<file path="src/rtl/vram_responder_if.sv">
// Bus between chroni, the VRAM responder and the SDRAM word-read bridge.
// The responder uses the slave view; the requester/bridge side uses master.
interface vram_responder_if;
  logic        chroni_clk;
  logic        chroni_rd_req;
  logic [7:0]  chroni_page;
  logic [13:0] chroni_addr;
  logic        chroni_rd_ack;
  logic [7:0]  chroni_data;
  logic        mem_rd_req;
  logic [15:0] mem_addr;
  logic        mem_rd_ack;
  logic [15:0] mem_rd_data;

  modport slave (
    input  chroni_clk, chroni_rd_req, chroni_page, chroni_addr,
    input  mem_rd_ack, mem_rd_data,
    output chroni_rd_ack, chroni_data, mem_rd_req, mem_addr
  );

  modport master (
    output chroni_clk, chroni_rd_req, chroni_page, chroni_addr,
    output mem_rd_ack, mem_rd_data,
    input  chroni_rd_ack, chroni_data, mem_rd_req, mem_addr
  );
endinterface

</file>
<file path="src/rtl/vram_responder.sv">
// Serves chroni byte reads from SDRAM 16-bit words through a one-word buffer,
// paced by rising edges of chroni's pixel clock sampled in the CLK_200 domain.
module vram_responder #(
  parameter int         TIMEOUT_CYCLES = 255,
  parameter logic [7:0] ERR_DATA       = 8'hFF
) (
  input  logic               CLK_200,
  input  logic               reset_n,
  vram_responder_if.slave    bus,
  input  logic               cache_inv,
  output logic [7:0]         err_count,
  output logic [1:0]         state_dbg
);

  localparam logic [1:0] IDLE  = 2'd0;
  localparam logic [1:0] FETCH = 2'd1;
  localparam logic [1:0] HOLD  = 2'd2;

  // Handshakes: chroni holds chroni_rd_req as a level and is sampled only on a
  // chroni_clk rising edge; chroni_rd_ack rises from HOLD and falls on the next
  // IDLE start. Memory side: mem_rd_req holds with a stable mem_addr until a
  // 0->1 edge of mem_rd_ack or the timeout, whichever comes first.

  logic [1:0]  state;
  logic        sync1, sync2, sync2_q;
  logic        start;
  logic [16:0] byte_addr;
  logic [16:0] req_addr;
  logic        hit;
  logic [15:0] buf_data;
  logic [15:0] buf_tag;
  logic        buf_valid;
  logic        ack_q;
  logic        ack_edge;
  logic [7:0]  tmo_cnt;
  logic        resp_err;

  assign start     = sync2 & ~sync2_q;
  assign req_addr  = {bus.chroni_page, 9'b0} + {3'b0, bus.chroni_addr};
  assign hit       = buf_valid && (buf_tag == req_addr[16:1]);
  assign ack_edge  = bus.mem_rd_ack & ~ack_q;
  assign state_dbg = state;

  always_ff @(posedge CLK_200) begin
    if (!reset_n) begin
      state             <= IDLE;
      sync1             <= 1'b0;
      sync2             <= 1'b0;
      sync2_q           <= 1'b0;
      byte_addr         <= '0;
      buf_data          <= '0;
      buf_tag           <= '0;
      buf_valid         <= 1'b0;
      ack_q             <= 1'b0;
      tmo_cnt           <= '0;
      resp_err          <= 1'b0;
      err_count         <= '0;
      bus.chroni_rd_ack <= 1'b0;
      bus.chroni_data   <= '0;
      bus.mem_rd_req    <= 1'b0;
      bus.mem_addr      <= '0;
    end else begin
      sync1   <= bus.chroni_clk;
      sync2   <= sync1;
      sync2_q <= sync2;
      ack_q   <= bus.mem_rd_ack;

      case (state)
        IDLE: begin
          if (start) begin
            bus.chroni_rd_ack <= 1'b0;
            if (bus.chroni_rd_req) begin
              byte_addr <= req_addr;
              resp_err  <= 1'b0;
              if (hit) begin
                state <= HOLD;
              end else begin
                state          <= FETCH;
                bus.mem_rd_req <= 1'b1;
                bus.mem_addr   <= req_addr[16:1];
                tmo_cnt        <= '0;
              end
            end
          end
        end

        FETCH: begin
          if (ack_edge) begin
            buf_data       <= bus.mem_rd_data;
            buf_tag        <= byte_addr[16:1];
            buf_valid      <= 1'b1;
            bus.mem_rd_req <= 1'b0;
            state          <= HOLD;
          end else if (tmo_cnt == 8'(TIMEOUT_CYCLES - 1)) begin
            // Abort leaves the buffer untouched; the response becomes ERR_DATA.
            bus.mem_rd_req <= 1'b0;
            resp_err       <= 1'b1;
            if (err_count != 8'hFF) err_count <= err_count + 8'd1;
            state          <= HOLD;
          end else begin
            tmo_cnt <= tmo_cnt + 8'd1;
          end
        end

        HOLD: begin
          if (start) begin
            if (resp_err)          bus.chroni_data <= ERR_DATA;
            else if (byte_addr[0]) bus.chroni_data <= buf_data[15:8];
            else                   bus.chroni_data <= buf_data[7:0];
            bus.chroni_rd_ack <= 1'b1;
            state             <= IDLE;
          end
        end

        default: state <= IDLE;
      endcase

      // Invalidation wins over a same-cycle fill; buf_data itself is kept so a
      // response already committed to this word still returns it.
      if (cache_inv) buf_valid <= 1'b0;
    end
  end

endmodule

</file>
<file path="src/flat_wrapper.sv">
// flat-port wrapper written by rule: the top's interface ports become plain ports
module vram_responder_flat 
#(
  parameter int         TIMEOUT_CYCLES = 255,
  parameter logic [7:0] ERR_DATA       = 8'hFF
)
  (CLK_200, reset_n, cache_inv, err_count, state_dbg, bus_chroni_clk, bus_chroni_rd_req, bus_chroni_page, bus_chroni_addr, bus_mem_rd_ack, bus_mem_rd_data, bus_chroni_rd_ack, bus_chroni_data, bus_mem_rd_req, bus_mem_addr);
  vram_responder_if bus_i ();
  input  logic CLK_200;
  input  logic reset_n;
  input  logic cache_inv;
  output logic [7:0] err_count;
  output logic [1:0] state_dbg;
  input wire logic [$bits(bus_i.chroni_clk)-1:0] bus_chroni_clk;
  input wire logic [$bits(bus_i.chroni_rd_req)-1:0] bus_chroni_rd_req;
  input wire logic [$bits(bus_i.chroni_page)-1:0] bus_chroni_page;
  input wire logic [$bits(bus_i.chroni_addr)-1:0] bus_chroni_addr;
  input wire logic [$bits(bus_i.mem_rd_ack)-1:0] bus_mem_rd_ack;
  input wire logic [$bits(bus_i.mem_rd_data)-1:0] bus_mem_rd_data;
  output wire logic [$bits(bus_i.chroni_rd_ack)-1:0] bus_chroni_rd_ack;
  output wire logic [$bits(bus_i.chroni_data)-1:0] bus_chroni_data;
  output wire logic [$bits(bus_i.mem_rd_req)-1:0] bus_mem_rd_req;
  output wire logic [$bits(bus_i.mem_addr)-1:0] bus_mem_addr;
  assign bus_i.chroni_clk = bus_chroni_clk;
  assign bus_i.chroni_rd_req = bus_chroni_rd_req;
  assign bus_i.chroni_page = bus_chroni_page;
  assign bus_i.chroni_addr = bus_chroni_addr;
  assign bus_i.mem_rd_ack = bus_mem_rd_ack;
  assign bus_i.mem_rd_data = bus_mem_rd_data;
  assign bus_chroni_rd_ack = bus_i.chroni_rd_ack;
  assign bus_chroni_data = bus_i.chroni_data;
  assign bus_mem_rd_req = bus_i.mem_rd_req;
  assign bus_mem_addr = bus_i.mem_addr;
  vram_responder #(.TIMEOUT_CYCLES(TIMEOUT_CYCLES), .ERR_DATA(ERR_DATA)) u_core (.CLK_200(CLK_200), .reset_n(reset_n), .bus(bus_i), .cache_inv(cache_inv), .err_count(err_count), .state_dbg(state_dbg));
endmodule
</file>
<file path="config.mk">
export PLATFORM = sky130hd
export DESIGN_NAME = vram_responder_flat
export DESIGN_NICKNAME = d
export VERILOG_FILES = /design/src/rtl/vram_responder_if.sv /design/src/rtl/vram_responder.sv /design/src/flat_wrapper.sv
export SDC_FILE = /design/constraint.sdc
export NUM_CORES = 1
export LEC_CHECK = 0
export BUFFER_PORTS_ARGS = -buffer_cell sky130_fd_sc_hd__clkbuf_2
export CAP_MARGIN = 20
export CELL_PAD_IN_SITES_DETAIL_PLACEMENT = 1
export CELL_PAD_IN_SITES_GLOBAL_PLACEMENT = 2
export CORE_MARGIN = 2
export CORE_UTILIZATION = 35
export CTS_CLUSTER_DIAMETER = 80
export CTS_CLUSTER_SIZE = 14
export DETAILED_ROUTE_END_ITERATION = 16
export PLACE_DENSITY_LB_ADDON = 0.15
export REMOVE_ABC_BUFFERS = 1
export SLEW_MARGIN = 20
export SYNTH_ARGS = -nofsm -noshare
export SYNTH_HDL_FRONTEND = slang
export SYNTH_SLANG_ARGS = --single-unit
</file>
<file path="constraint.sdc">
create_clock -name CLK_200 -period 6.7 [get_ports CLK_200]
set_input_delay 1.005 -clock CLK_200 [delete_from_list [all_inputs] [get_ports CLK_200]]
set_output_delay 1.005 -clock CLK_200 [all_outputs]
set_load 0.02 [all_outputs]
</file>
==> flow_metrics.py <==
metrics = {
    "clock_network": {
        "clockBufferDepth": 2,
        "htreeDepth": 3,
        "post_cts_buffers": 0,
        "ctsResizeCount": 0,
        "clk_latency_ns": 0.35,
        "cts-hold-fix-buffers": 0,
        "cts-root-buf": "clkbuf_16",
        "cts_tree": "done",
        "clock_sinks": 99,
        "clkTransAtPathRegs_ns": 0.07,
        "cts_buffers": 9,
    },
    "routing": {
        "final_antenna_net_count": 0,
        "drc": 0,
        "detail_route.wl_per_cell_um": 15.9,
        "num_vias": 4251,
        "drtIter0Drc": 183,
        "totalWireLength_um": 12800,
        "drtPass1Iterations": 4,
        "routed_via_density": 5.29,
    },
    "setup_path": {
        "cp_max_fo": 17,
        "cp.arrival_ns": 3.87,
        "rrSetupSlack_ns": 3.98,
        "rr_worst_depth": 6,
        "startpoint_type": "input pin",
        "critPathSlowestCell": "nand4_2",
        "worstPathCellList": "clkbuf_2 -> ha_1 -> inv_1 -> fa_1 -> xnor2_1 -> nor4_1 -> nand3_1 -> a2111oi_2 -> nand4_2 -> a311oi_1 -> nor3_1",
        "worst_path_largest_cell_delay_ns": 0.53,
        "rr_startpoint": "u_core.state_dbg[0]",
        "critPathRequiredTime_ns": 6.94,
        "setup.worst_path.end_class": "flop",
        "path_class": "input pin to flop",
        "timing.rr.end": "u_core.err_count[5]",
        "startpoint": "bus_chroni_addr[9]",
    },
    "cells_and_area": {
        "areaGrowthSynthToFinish_pct": 15.9,
        "diodes": 0,
        "drive_gt1_frac": 0.185,
        "final_nets": 677,
    },
    "job": {
        "maxCapViolCount": 0,
    },
    "worst_hold_path": {
        "min_path_type": "flop to flop",
        "min_to": "u_core.sync2",
        "holdPathStages": 1,
        "min_from": "u_core.sync1",
    },
    "grt": {
        "antenna_found_initial": 0,
        "grt_pass1_vias": 4354,
        "grt_usage": 0.189,
        "grt_max_degree": 57,
        "gr-total-overflow": 0,
        "grt_pass1_wl_um": 21700,
    },
    "sta": {
        "hold_viol_final": 0,
        "period_needed_ns": 3.63,
        "fmax_mhz": 275,
        "finalSetupTns_ns": 0,
        "setup-violations-final": 0,
        "drv_slew": 0,
        "min_period_over_period": 0.542,
        "relSlewSlack": 0.384,
        "rsz0062_at_grt": "false",
        "skew_ns": 0.00751,
        "tightest_slew_ns": 0.922,
    },
    "synth": {
        "syn_area_um2": 4640,
        "synth_edf_count": 0,
        "synth_cell_types": 63,
        "synth_warnings": 0,
        "synthFlopType": "dfxtp_1",
        "ys_seq_area_frac": 0.427,
        "avgSynthCellArea_um2": 8.11,
        "synthTopCellsByArea": "dfxtp_1 43%, nand2_1 8.4%, a21oi_1 7.3%, nand3_1 3.5%, a211oi_1 3.4%",
        "syn_inst": 572,
        "ys_ff_latch": 99,
        "async_flop_share": 0,
        "synth_top_area_share": 0.427,
        "yosys.area.top_type": "dfxtp_1",
    },
    "run_status": {
        "outcome": "finished clean",
    },
    "die": {
        "ios": 80,
        "chipWidth_um": 119,
        "die_h_um": 119,
        "die_area_um2": 14200,
        "start_util": 0.354,
        "core_um2": 13100,
        "rows": 42,
    },
    "placement": {
        "dp_hpwl_um": 8720,
        "port_buffers": 79,
        "gp_congestion": 0.785,
    },
    "power_and_ir_drop": {
        "power_density_nw_per_um2": 223,
        "peakVddDrop_mv": 0.121,
        "p_leak_nw": 1.93,
        "total_power_mw": 1.20,
    },
}
-- routing by layer --
metal / vias up / routed length [µm] / global-route usage
met1: 2064 / 6010 / 0.237
li1: 2113 / - / -
met2: 60 / 6220 / 0.328
met3: 14 / 358 / 0.0326
met4: 0 / 191 / 0.0632
met5: - / 0 / 0
-- worst max-delay path, delay by kind of cell --
kind	cells	cell delay [ns]
XOR/XNOR	1	0.18
buffers and inverters	2	0.15
adder cells (fa/ha/maj)	2	0.74
AND/OR/NAND/NOR	4	1.04
AO/OA/AOI/OAI	2	0.76
-- placed cells by master (no fill, tap or decap), drive strengths merged, types with 3 or more instances in the layout --
cell type,Yosys,layout
dfxtp,99,99
o21ai,23,23
inv,8,10
nand4,7,7
nor4,3,3
clkinvlp,0,3
clkbuf,30,88
o211ai,3,3
nand2,104,104
a211oi,22,22
nand2b,3,3
nor3,13,13
or2,4,4
o221ai,4,4
ha,8,8
and3,4,4
nand3,32,32
xnor2,15,15
or4,3,3
nand4b,5,5
nor2,36,36
xor2,7,7
and2,7,7
a21oi,69,69
buf,11,3
nor2b,14,14
-- report_power, final --
group / total, mW / switching [mW] / internal (mW)
Clock: 0.479 / 0.229 / 0.250
Combinational: 0.118 / 0.0746 / 0.0438
Sequential: 0.602 / 0.00535 / 0.596
-- logic make-up (layout without fill, tap and decap cells) --
logic type | Yosys count | count (layout) | synth area share
AO/OA/AOI/OAI | 143 | 143 | 0.195
XOR/XNOR | 23 | 23 | 0.0464
adder cells (fa/ha/maj) | 9 | 9 | 0.0259
buffers and inverters | 50 | 106 | 0.0459
flip-flops | 99 | 99 | 0.427
multiplexers | 2 | 2 | 0.00432
AND/OR/NAND/NOR | 246 | 246 | 0.255
-- worst max-delay path by stage --
| stage | to | slack [ns] | cells past startpoint |
|---|---|---|---|
| floorplan | u_core.bus.mem_addr[14] | 2.46 | 3 |
| global placement | u_core.bus.mem_rd_req | 2.81 | 11 |
| detailed placement | u_core.bus.mem_rd_req | 2.69 | 11 |
| CTS | u_core.bus.mem_rd_req | 3.05 | 11 |
| global route | u_core.bus.mem_rd_req | 2.86 | 11 |
| finish | u_core.bus.mem_rd_req | 3.07 | 11 |
-- stage by stage --
stage | setup WS, ns | util | area, µm² | hold slack (ns) | instances
after CTS | 3.05 | 0.411 | 5380 | 0.445 | 804
after global placement | 2.81 | 0.391 | 5110 | 0.422 | 789
after detailed placement | 2.69 | 0.391 | 5110 | 0.428 | 789
after floorplan | 2.46 | - | 4460 | 0.412 | 531
final | 3.07 | 0.411 | 5380 | 0.438 | 804
after global routing | 2.86 | 0.411 | 5380 | 0.452 | 804
-- synthesized netlist by cell type, types with 2 or more instances --
| cell | n |
|---|---|
| o2111ai_1 | 2 |
| o21ai_1 | 5 |
| or3b_2 | 2 |
| clkbuf_1 | 30 |
| or2_2 | 3 |
| o21a_1 | 2 |
| nor4_1 | 3 |
| a2111oi_2 | 2 |
| nor2_1 | 35 |
| a211oi_1 | 21 |
| o31ai_1 | 2 |
| o211ai_1 | 3 |
| and2_1 | 7 |
| a21oi_1 | 68 |
| or4_1 | 3 |
| xor2_1 | 7 |
| nor3_1 | 13 |
| nand2b_1 | 3 |
| a31oi_1 | 2 |
| and3_1 | 4 |
| nand4b_1 | 5 |
| nand3_1 | 32 |
| mux2i_1 | 2 |
| nand3b_1 | 2 |
| o21ai_0 | 18 |
| or3_1 | 2 |
| nand2_1 | 104 |
| nand4_1 | 6 |
| buf_6 | 2 |
| ha_1 | 8 |
| buf_2 | 5 |
| xnor2_1 | 15 |
| buf_1 | 3 |
| inv_1 | 8 |
| o221ai_1 | 4 |
| dfxtp_1 | 99 |
| nor2b_1 | 14 |
-- cell type report --
class,count,area (µm²)
sequential,99,1980
timing repair buffer,82,418
multi-input combinational,423,2460
tap,176,220
clock buffer,9,225
fill,1605,7710
inverter,9,33.8
clock inverter,6,41.3
-- sequential cells by signal, indices dropped and copies added (netlist names), 2 cells and up --
register	cells
u_core.byte_addr	17
u_core.buf_data	16
u_core.buf_tag	16
u_core.bus.mem_addr	16
u_core.bus.chroni_data	8
u_core.err_count	8
u_core.tmo_cnt	8
u_core.state_dbg	2
Note: power is estimated with default switching activity, not from simulation.
